<file path="src/rtl/act_interp_pipe.sv">
// Piecewise-linear activation: index+fraction split, two-entry table lookup, linear interpolation.
// Latency 3 cycles from accept to out_valid; throughput 1 sample/cycle.
// Backpressure: one global enable stalls every stage while out_valid & !out_ready; bubbles are kept.
module act_interp_pipe #(
    parameter int DATA_W = 8,
    parameter int FRAC_W = 4
) (
    input  logic                       clk,
    input  logic                       rst,
    input  logic                       in_valid,
    output logic                       in_ready,
    input  logic [DATA_W-1:0]          in_x,
    output logic                       out_valid,
    input  logic                       out_ready,
    output logic [DATA_W-1:0]          out_y,
    input  logic                       tbl_we,
    input  logic [DATA_W-FRAC_W-1:0]   tbl_addr,
    input  logic [DATA_W-1:0]          tbl_wdata
);

    localparam int ADDR_W = DATA_W - FRAC_W;
    localparam int DEPTH  = 1 << ADDR_W;
    localparam int PROD_W = DATA_W + FRAC_W + 2;

    logic                en;

    logic [DATA_W-1:0]   tbl_q [DEPTH];
    logic [DATA_W-1:0]   tbl_d [DEPTH];

    logic                v1_q, v1_d;
    logic [ADDR_W-1:0]   addr1_q, addr1_d;
    logic [FRAC_W-1:0]   frac1_q, frac1_d;

    logic                v2_q, v2_d;
    logic [DATA_W-1:0]   base2_q, base2_d;
    logic [DATA_W-1:0]   next2_q, next2_d;
    logic [FRAC_W-1:0]   frac2_q, frac2_d;

    logic                out_valid_q, out_valid_d;
    logic [DATA_W-1:0]   out_y_q, out_y_d;

    logic [DATA_W-1:0]        base_rd;
    logic [DATA_W-1:0]        next_rd;
    logic signed [DATA_W:0]   diff;
    logic signed [PROD_W-1:0] diff_ext;
    logic signed [PROD_W-1:0] frac_ext;
    logic signed [PROD_W-1:0] base_ext;
    logic signed [PROD_W-1:0] prod;

    always_comb begin
        en       = !out_valid_q || out_ready;
        in_ready = en;

        tbl_d = tbl_q;
        if (tbl_we) begin
            tbl_d[tbl_addr] = tbl_wdata;
        end

        // Top entry has no successor: interpolate against itself rather than wrap to entry 0.
        base_rd = tbl_q[addr1_q];
        next_rd = (&addr1_q) ? base_rd : tbl_q[addr1_q + ADDR_W'(1)];

        diff     = $signed({next2_q[DATA_W-1], next2_q}) - $signed({base2_q[DATA_W-1], base2_q});
        diff_ext = {{(PROD_W-DATA_W-1){diff[DATA_W]}}, diff};
        frac_ext = {{(PROD_W-FRAC_W){1'b0}}, frac2_q};
        base_ext = {{(PROD_W-DATA_W){base2_q[DATA_W-1]}}, base2_q};
        prod     = diff_ext * frac_ext;

        v1_d        = v1_q;
        addr1_d     = addr1_q;
        frac1_d     = frac1_q;
        v2_d        = v2_q;
        base2_d     = base2_q;
        next2_d     = next2_q;
        frac2_d     = frac2_q;
        out_valid_d = out_valid_q;
        out_y_d     = out_y_q;

        if (en) begin
            v1_d = in_valid;
            if (in_valid) begin
                addr1_d = {~in_x[DATA_W-1], in_x[DATA_W-2:FRAC_W]};
                frac1_d = in_x[FRAC_W-1:0];
            end
            v2_d        = v1_q;
            base2_d     = base_rd;
            next2_d     = next_rd;
            frac2_d     = frac1_q;
            out_valid_d = v2_q;
            // Result lies between base and next, so dropping the upper bits is lossless.
            out_y_d     = DATA_W'(base_ext + (prod >>> FRAC_W));
        end
    end

    always_ff @(posedge clk or negedge rst) begin
        if (!rst) begin
            for (int i = 0; i < DEPTH; i++) begin
                tbl_q[i] <= '0;
            end
            v1_q        <= 1'b0;
            addr1_q     <= '0;
            frac1_q     <= '0;
            v2_q        <= 1'b0;
            base2_q     <= '0;
            next2_q     <= '0;
            frac2_q     <= '0;
            out_valid_q <= 1'b0;
            out_y_q     <= '0;
        end else begin
            tbl_q       <= tbl_d;
            v1_q        <= v1_d;
            addr1_q     <= addr1_d;
            frac1_q     <= frac1_d;
            v2_q        <= v2_d;
            base2_q     <= base2_d;
            next2_q     <= next2_d;
            frac2_q     <= frac2_d;
            out_valid_q <= out_valid_d;
            out_y_q     <= out_y_d;
        end
    end

    assign out_valid = out_valid_q;
    assign out_y     = out_y_q;

endmodule

</file>
<file path="config.mk">
export PLATFORM = sky130hd
export DESIGN_NAME = act_interp_pipe
export DESIGN_NICKNAME = d
export VERILOG_FILES = /design/src/rtl/act_interp_pipe.sv
export SDC_FILE = /design/constraint.sdc
export NUM_CORES = 1
export LEC_CHECK = 0
export CAP_MARGIN = 20
export CORE_UTILIZATION = 60
export DETAILED_ROUTE_END_ITERATION = 10
export GPL_ROUTABILITY_DRIVEN = 0
export GPL_TIMING_DRIVEN = 0
export PLACE_DENSITY = 0.78
export SLEW_MARGIN = 15
export SYNTH_ARGS = -nofsm -noshare
export SYNTH_HDL_FRONTEND = slang
export SYNTH_SLANG_ARGS = --single-unit
export TNS_END_PERCENT = 50
</file>
<file path="constraint.sdc">
create_clock -name clk -period 18.7 [get_ports clk]
set_input_delay 1.87 -clock clk [delete_from_list [all_inputs] [get_ports clk]]
set_output_delay 1.87 -clock clk [all_outputs]
set_load 0.01 [all_outputs]
</file>
======== Word level (Yosys, flattened, before mapping) ========
Cells that the tools add are included.
word-level totals
  output and inout port bits .............. 10
  register bits after elaboration ......... 167
  bits of input ports ..................... 25
  word-level logic and storage cells ...... 52
cells by class
  order comparisons ....................... 4
  bitwise logic cells ..................... 4
  add/subtract/negate cells ............... 3
  multipliers ............................. 1
  reduce and logical (&&, ||, !) cells .... 5
  muxes and demuxes ....................... 10
operators by type and width
  kind                                                                   count
  128-bit bitwise mux                                                    1
  8-bit binary-select mux with 4-bit select                              2
  8-bit two-way mux                                                      6
  8-bit demux with 4-bit select                                          1
  5-bit greater-or-equal comparator (second input constant)              3
  4-bit NOT with 5-bit output                                            3
  9-bit by 5-bit multiplier with 12-bit output                           1
  8-bit by 8-bit subtractor with 9-bit output                            1
  8-bit adder                                                            1
  5-bit by 1-bit < comparator with 1-bit output (second input constant)  1
  4-bit by 1-bit adder with 4-bit output (second input constant)         1
  4-bit AND reduction                                                    1
  2-bit AND reduction                                                    1
  1-bit logical AND                                                      1
  1-bit zero test                                                        1
  1-bit logical OR                                                       1
  1-bit NOT                                                              1

======== Longest topological paths before layout ========
Gate-level depths: netlist of run 1.
  depth after elaboration ................. 6
  depth in mapped cells ................... 27
  mapped depth without buffers ............ 27

======== Worst setup path after synthesis of run 1 ========
Ideal clock, no wire load.
  path type ............................... reg-to-reg
  start point ............................. reg base2_q[1]
  end point ............................... reg out_y_q[7] (netlist: out_y[7])
  clock period less this slack ............ 5.904 ns
  data required time ...................... 18.618 ns
  setup slack ............................. 12.796 ns
  setup time .............................. 0.082 ns
  cell stages (with the launch flop) ...... 27
  arrival time ............................ 5.822 ns
  path through ............................ dfrtp_1 -> inv_1 -> ha_1 -> nor2b_1 -> o21ai_0 -> a21boi_0 -> o21ai_0 -> nor3b_1 -> nor3b_1 -> ha_1 -> fa_1 -> inv_1 -> fa_1 -> inv_1 -> ha_1 -> o21a_1 -> o21ai_0 -> a21oi_1 -> o21a_1 -> nor2_1 -> xnor2_1 -> ha_1 -> or4_1 -> o221a_1 -> o211a_1 -> or3_1 -> a31oi_1
on the way
  word-level cells in the longest chain between the ends .. 3
ends and longest elaborated chain
  element                                       line  source
  from (decl)                                   35    logic [DATA_W-1:0] base2_q, base2_d;
  from (signal assigned)                        115   base2_q <= base2_d;
  8-bit by 8-bit subtractor with 9-bit output   63    diff = $signed({next2_q[DATA_W-1], next2_q}) - $signed({base2_q[DATA_W-1], base2_q});
  9-bit by 5-bit multiplier with 12-bit output  67    prod = diff_ext * frac_ext;
  8-bit adder *                                 91    out_y_d = DATA_W'(base_ext + (prod >>> FRAC_W));
  to (signal assigned)                          119   out_y_q <= out_y_d;
  to (decl)                                     40    logic [DATA_W-1:0] out_y_q, out_y_d;
Every way passes the cells marked *; elsewhere a longest branch is shown, timed or not.
A chain may end at the register's enable or synchronous reset.

======== Final worst setup path of run 1 ========
Same ends and word-level chain as after synthesis.

==> results of run 1 <==
-- worst max-delay path, cell delays in order (launching register included) --
cell,delay (ns)
dfrtp_1,0.48
inv_1,0.10
ha_1,0.29
nor2b_1,0.12
o21ai_0,0.19
a21boi_0,0.16
o21ai_0,0.29
nor3b_1,0.46
nor3b_1,0.11
ha_1,0.34
fa_1,0.54
inv_1,0.06
fa_1,0.54
inv_1,0.04
ha_1,0.32
o21a_1,0.13
o21ai_0,0.06
a21oi_1,0.27
o21a_1,0.18
nor2_1,0.06
xnor2_1,0.15
ha_1,0.23
or4_1,0.47
o221a_1,0.25
o211a_1,0.23
or3_1,0.31
a31oi_1,0.17
-- state kept, by name, summed over array words and instances, names as in the netlist --
register and cells:
base2_q 8, frac2_q 4, addr1_q 4, out_y 8, v2_q 1, tbl_q 128
frac1_q 4, v1_q 1, next2_q 8, out_valid 1
-- layout make-up --
class	instances	share of cell area, %
Buffer	45	1.90
Multi-Input combinational cell	514	48.5
Inverter	42	1.39
Timing Repair Buffer	40	3.77
Sequential cell	167	36.7
Clock inverter	10	1.28
Tap cell	216	2.38
Clock buffer	21	4.05
-- routing by layer --
layer / vias up / wire length, um / GRT usage [%]
li1: 2938 / - / -
met1: 3621 / 10400 / 42.1
met2: 334 / 12600 / 49.9
met3: 65 / 2130 / 8.95
met4: 0 / 904 / 13.4
met5: - / 0 / 0
-- cell families (layout without fill, tap and decap cells) --
kind of cell,count (synthesis),in the layout
buf+inv,87,158
flops,167,167
compound gates,66,66
simple gates,159,159
fa+ha+maj,52,52
xor+xnor,18,18
mux,219,219
-- path summary, 6_finish.rpt --
| check | depth (start not counted) | slack, ns | startpoint | to |
|---|---|---|---|---|
| max reg2reg | 26 | 12.05 | base2_q[1] | out_y[7] |
| min | 2 | 0.47 | frac1_q[2] | frac2_q[2] |
| min in group asynchronous | 1 | 1.44 | rst | tbl_q[86] |
| min reg2reg | 2 | 0.47 | frac1_q[2] | frac2_q[2] |
| max | 26 | 12.05 | base2_q[1] | out_y[7] |
| max in group asynchronous | 2 | 16.40 | rst | tbl_q[84] |
-- synth_stat cells, types with 2 or more instances --
cell	number	area [sq um]
nand2_1	57	214
nand2b_1	12	75.1
a211oi_1	4	30.0
a21o_1	2	15.0
mux2i_1	3	30.0
xor2_1	4	35.0
a21boi_0	2	15.0
dfrtp_1	167	4180
ha_1	35	438
a21oi_1	13	65.1
clkbuf_1	33	124
nand3b_1	3	22.5
nor3_1	4	20.0
nand4_1	6	37.5
xnor2_1	13	114
buf_6	5	56.3
nor3b_1	6	45.0
mux4_1	2	52.6
o31a_2	2	20.0
and2_1	16	100
a31oi_1	8	50.1
mux2_2	136	1530
buf_2	4	20.0
mux4_2	78	1760
inv_1	41	154
nand3_1	5	25.0
o21ai_0	21	105
o21a_1	6	45.0
or3_1	3	18.8
a41o_1	2	20.0
nand4b_1	2	17.5
fa_1	17	340
nor2b_1	10	62.6
nor2_1	33	124
-- through the flow --
stage	hold WS (ns)	util (%)	cells	area (sq um)
2_1_floorplan	0.430	-	768	10100
3_3_place_gp	0.453	66.3	1018	10700
3_5_place_dp	0.461	66.6	1021	10700
4_1_cts	0.474	70.3	1052	11300
5_1_grt	0.500	70.6	1055	11400
6_report	0.469	70.6	1055	11400
-- layout by cell type (no fill, tap or decap), types with 8 or more instances in the layout --
cell | netlist | final
xnor2_1 | 13 | 13
and2_1 | 16 | 16
ha_1 | 35 | 35
nand2b_1 | 12 | 12
clkdlybuf4s50_1 | 0 | 33
nand2_1 | 57 | 57
a21oi_1 | 13 | 13
nor2b_1 | 10 | 10
fa_1 | 17 | 17
clkbuf_1 | 33 | 35
inv_1 | 41 | 41
o21ai_0 | 21 | 21
a31oi_1 | 8 | 8
mux2_2 | 136 | 136
buf_6 | 5 | 10
clkbuf_16 | 0 | 17
dfrtp_1 | 167 | 167
mux4_2 | 78 | 78
nor2_1 | 33 | 32
==> results.py, run 1 <==
metrics = {
    "logic_synthesis": {
        "synth_enable_flop_cells": 0,
        "synth-seq-area-share_pct": 41.5,
        "synthSimpleGateAreaFrac_pct": 7.73,
        "synth_area_per_cell_sq_um": 13.1,
        "synthAdderAreaFrac_pct": 7.73,
        "synth_ff_type": "dfrtp_1",
        "synth_compound_area_share_pct": 4.18,
        "synth_cell_type_count": 47,
        "synthesis.area_sq_mm": 0.0101,
        "synth_mux_area_share_pct": 33.5,
        "netlist_instances": 768,
        "synth_xor_area_share_pct": 1.64,
        "ys_ff_latch": 167,
        "async_flop_share_pct": 100,
        "yosysWarningCount": 0,
        "synth_fp_nets": 845,
        "synth_top_family_by_area": "multiplexers",
    },
    "placement": {
        "place_ws_ns": 12.14,
        "dp_hpwl_um": 18600,
        "portBuffers": 34,
    },
    "critical_path": {
        "path_max_fanout": 4,
        "cp.required_ns": 19.05,
        "crit_type": "reg2reg",
        "end_kind": "flip-flop",
        "worstSetupStartpointType": "flip-flop",
        "crit_arrival_ns": 7.00,
    },
    "sta": {
        "finalClockSkew_ns": 0.00579,
        "finalCriticalPeriod_ns": 6.65,
        "rsz0062_at_grt": "no",
        "clock.fmax_mhz": 150,
        "finalCritPeriodShare_pct": 35.6,
        "finalMaxSlewViolations": 0,
        "fin_tns_setup_ns": 0,
        "setup_viol": 0,
        "relSlewSlack_pct": 21.0,
        "tightestPinTransition_ns": 1.18,
        "final.setup.worst_slack_ns": 12.05,
        "finalHoldViolations": 0,
    },
    "final_layout": {
        "area_growth_pct": 13.0,
        "multi_input_area_sq_mm": 0.00552,
        "drive_above_1_share_pct": 31.7,
        "antennaDiodeCount": 0,
        "seqCellArea_sq_mm": 0.00418,
        "fill_cells": 1100,
        "nNetsFinal": 904,
    },
    "grt": {
        "grt_pass1_vias": 7183,
        "grt_overflow_total": 0,
        "antenna_found_initial": 0,
        "grt_max_degree": 87,
        "grt_pass1_wl_um": 40700,
        "grtUsageTotal_pct": 31.9,
    },
    "floorplan": {
        "io_pins": 35,
        "start_util_pct": 62.5,
        "die_y_um": 132,
        "die-area_sq_mm": 0.0173,
        "rows": 46,
        "core_sq_mm": 0.0161,
        "die_w_um": 132,
    },
    "clocking": {
        "cts_tree": "done",
        "clk_pin_slew_ns": 0.06,
        "clk_latency_ns": 0.43,
        "cts_resized": 0,
        "numCtsBuffers": 17,
        "post_cts_buffers": 0,
        "root_buffer": "clkbuf_16",
        "htreeDepth": 4,
        "cts_max_path_buffers": 2,
        "ctsHoldBuffers": 0,
        "clkSinkCount": 167,
    },
    "drt": {
        "antenna_left": 0,
        "drc": 0,
        "wl_per_cell_um": 24.6,
        "drtIter0Drc": 534,
        "routed_wl_um": 26000,
        "num_vias": 6958,
        "first_pass_iters": 5,
        "vias_per_cell": 6.60,
    },
    "outcome": {
        "status": "completed",
    },
    "min_path": {
        "hold_class": "reg2reg",
    },
    "flow_run": {
        "cap_violations": 0,
    },
}
Power of run 1 is not shown: default switching activity piles up to over one toggle a cycle in this logic, so the estimate is an artifact.
==> run 2, diff against run 1 <==
Settings changed: CORE_UTILIZATION 60 to 56, PLACE_DENSITY 0.78 to 0.77.
Clock period 18.7 ns to 5.7 ns, I/O delays scaled along.
==> results.py, run 2 (synthesis gave the netlist of run 1 again) <==
metrics = {
    "outcome": {
        "status": "finished with violations",
        "violations": "setup timing",
    },
    "drt": {
        "routed_wl_um": 27000,
        "drtIter0Drc": 694,
        "first_pass_iters": 7,
        "wl_per_cell_um": 24.9,
        "antenna_left": 0,
        "vias_per_cell": 6.53,
        "drc": 0,
        "num_vias": 7083,
    },
    "critical_path": {
        "reg2reg_from": "base2_q[0]",
        "crit_type": "reg2reg",
        "crit_arrival_ns": 6.24,
        "ff2ff_setup_slack_ns": -0.18,
        "worstSetupStartpointType": "flip-flop",
        "r2r-end": "out_y[7]",
        "path_max_fanout": 3,
        "end_kind": "flip-flop",
        "r2r_cells": 25,
        "cp.required_ns": 6.06,
    },
    "final_layout": {
        "drive_above_1_share_pct": 38.8,
        "largest_reg_flops": 128,
        "layout_common_cells": "166 x dfrtp_1, 136 x mux2_2, 78 x mux4_2",
        "layout_commonest_cell": "dfrtp_1",
        "antennaDiodeCount": 0,
        "largest-register": "tbl_q",
        "area_growth_pct": 17.5,
        "nNetsFinal": 923,
        "stdcell_area_sq_mm": 0.0118,
    },
    "sta": {
        "setup_viol": 1,
        "finalCritPeriodShare_pct": 103,
        "final.setup.worst_slack_ns": -0.184,
        "clock.fmax_mhz": 170,
        "tightestPinTransition_ns": 1.21,
        "finalHoldViolations": 0,
        "finalClockSkew_ns": 0.00641,
        "relSlewSlack_pct": 19.1,
        "finalCriticalPeriod_ns": 5.88,
        "fin_tns_setup_ns": -0.184,
        "rsz0062_at_grt": "yes",
        "finalMaxSlewViolations": 0,
    },
    "floorplan": {
        "rows": 48,
        "start_util_pct": 57.8,
        "die_w_um": 136,
        "io_pins": 35,
        "die_y_um": 136,
        "core_sq_mm": 0.0174,
        "die-area_sq_mm": 0.0185,
    },
    "placement": {
        "dpl_cell_area_sq_mm": 0.0107,
        "dp_hpwl_um": 18100,
        "portBuffers": 34,
    },
    "clocking": {
        "clkSinkCount": 167,
        "root_buffer": "clkbuf_16",
        "cts_tree": "done",
        "htreeDepth": 4,
        "numCtsBuffers": 17,
        "cts_max_path_buffers": 2,
        "clk_pin_slew_ns": 0.06,
        "clk_latency_ns": 0.44,
        "ctsHoldBuffers": 0,
    },
    "min_path": {
        "hold_class": "in2async",
    },
    "grt": {
        "grt_max_degree": 94,
        "grt_pass1_wl_um": 41100,
        "grt_overflow_total": 0,
        "grt_pass1_vias": 7211,
        "antenna_found_initial": 0,
        "grtUsageTotal_pct": 30.6,
    },
    "flow_run": {
        "cap_violations": 0,
    },
}
## run 2: worst max-delay path by stage
stage / endpoint / slack [ns] / from
global placement: frac1_q[2] / -2.25 / rst
CTS: out_y[7] / -0.05 / base2_q[0]
floorplan: out_y[7] / 0.006 / base2_q[1]
finish: out_y[7] / -0.18 / base2_q[0]
global route: out_y[7] / -0.43 / base2_q[1]
detailed placement: out_y[7] / -0.57 / base2_q[1]
## run 2: what timing repair did
action                     4_1_cts  5_1_grt
setup buffers                   13        6
pin swaps                       28       24
resized for setup               36       23
setup endpoints to repair        1        1
## run 2: worst max-delay path, stage by stage, from the launching register on
cell	delay, ns
dfrtp_1	0.41
ha_4	0.19
fa_2	0.37
nor2b_2	0.16
o31a_2	0.21
a21oi_4	0.05
buf_4	0.14
buf_4	0.13
and2_1	0.15
fa_1	0.47
inv_1	0.05
fa_1	0.49
inv_2	0.05
ha_4	0.26
nand4b_1	0.09
o2111a_2	0.30
nor2b_1	0.16
o21ai_0	0.10
a21oi_1	0.17
ha_2	0.33
nor3_1	0.28
nor2_1	0.14
o221a_4	0.28
o211a_1	0.25
or3_1	0.37
a31oi_1	0.18
## run 2: per-layer routing
metal	routed length, um	global-route usage [%]	part of all wire (%)
met3	2090	8.65	7.8
met5	0	0	0
met2	13200	48.0	49
met4	772	11.2	2.9
met1	10900	40.8	40
## run 2: stage by stage
| stage | worst slack, ns | hold WS [ns] | instances | util, % |
|---|---|---|---|---|
| floorplan | 0.00637 | 0.274 | 768 | - |
| global placement | -2.25 | 0.448 | 1027 | 61.4 |
| detailed placement | -0.571 | 0.460 | 1029 | 61.6 |
| CTS | -0.0546 | 0.128 | 1074 | 66.8 |
| global route | -0.430 | 0.144 | 1084 | 67.9 |
| finish | -0.184 | 0.103 | 1084 | 67.9 |
## run 2: cell type report
| class | count | area (sq um) |
|---|---|---|
| Buffer | 45 | 216 |
| Multi-Input combinational cell | 514 | 5800 |
| Fill cell | 1175 | 5590 |
| Clock buffer | 22 | 474 |
| Sequential cell | 167 | 4180 |
| Tap cell | 225 | 282 |
| Inverter | 42 | 158 |
| Timing Repair Buffer | 59 | 576 |
| Clock inverter | 10 | 141 |
Power of run 2 is left out for the same reason.
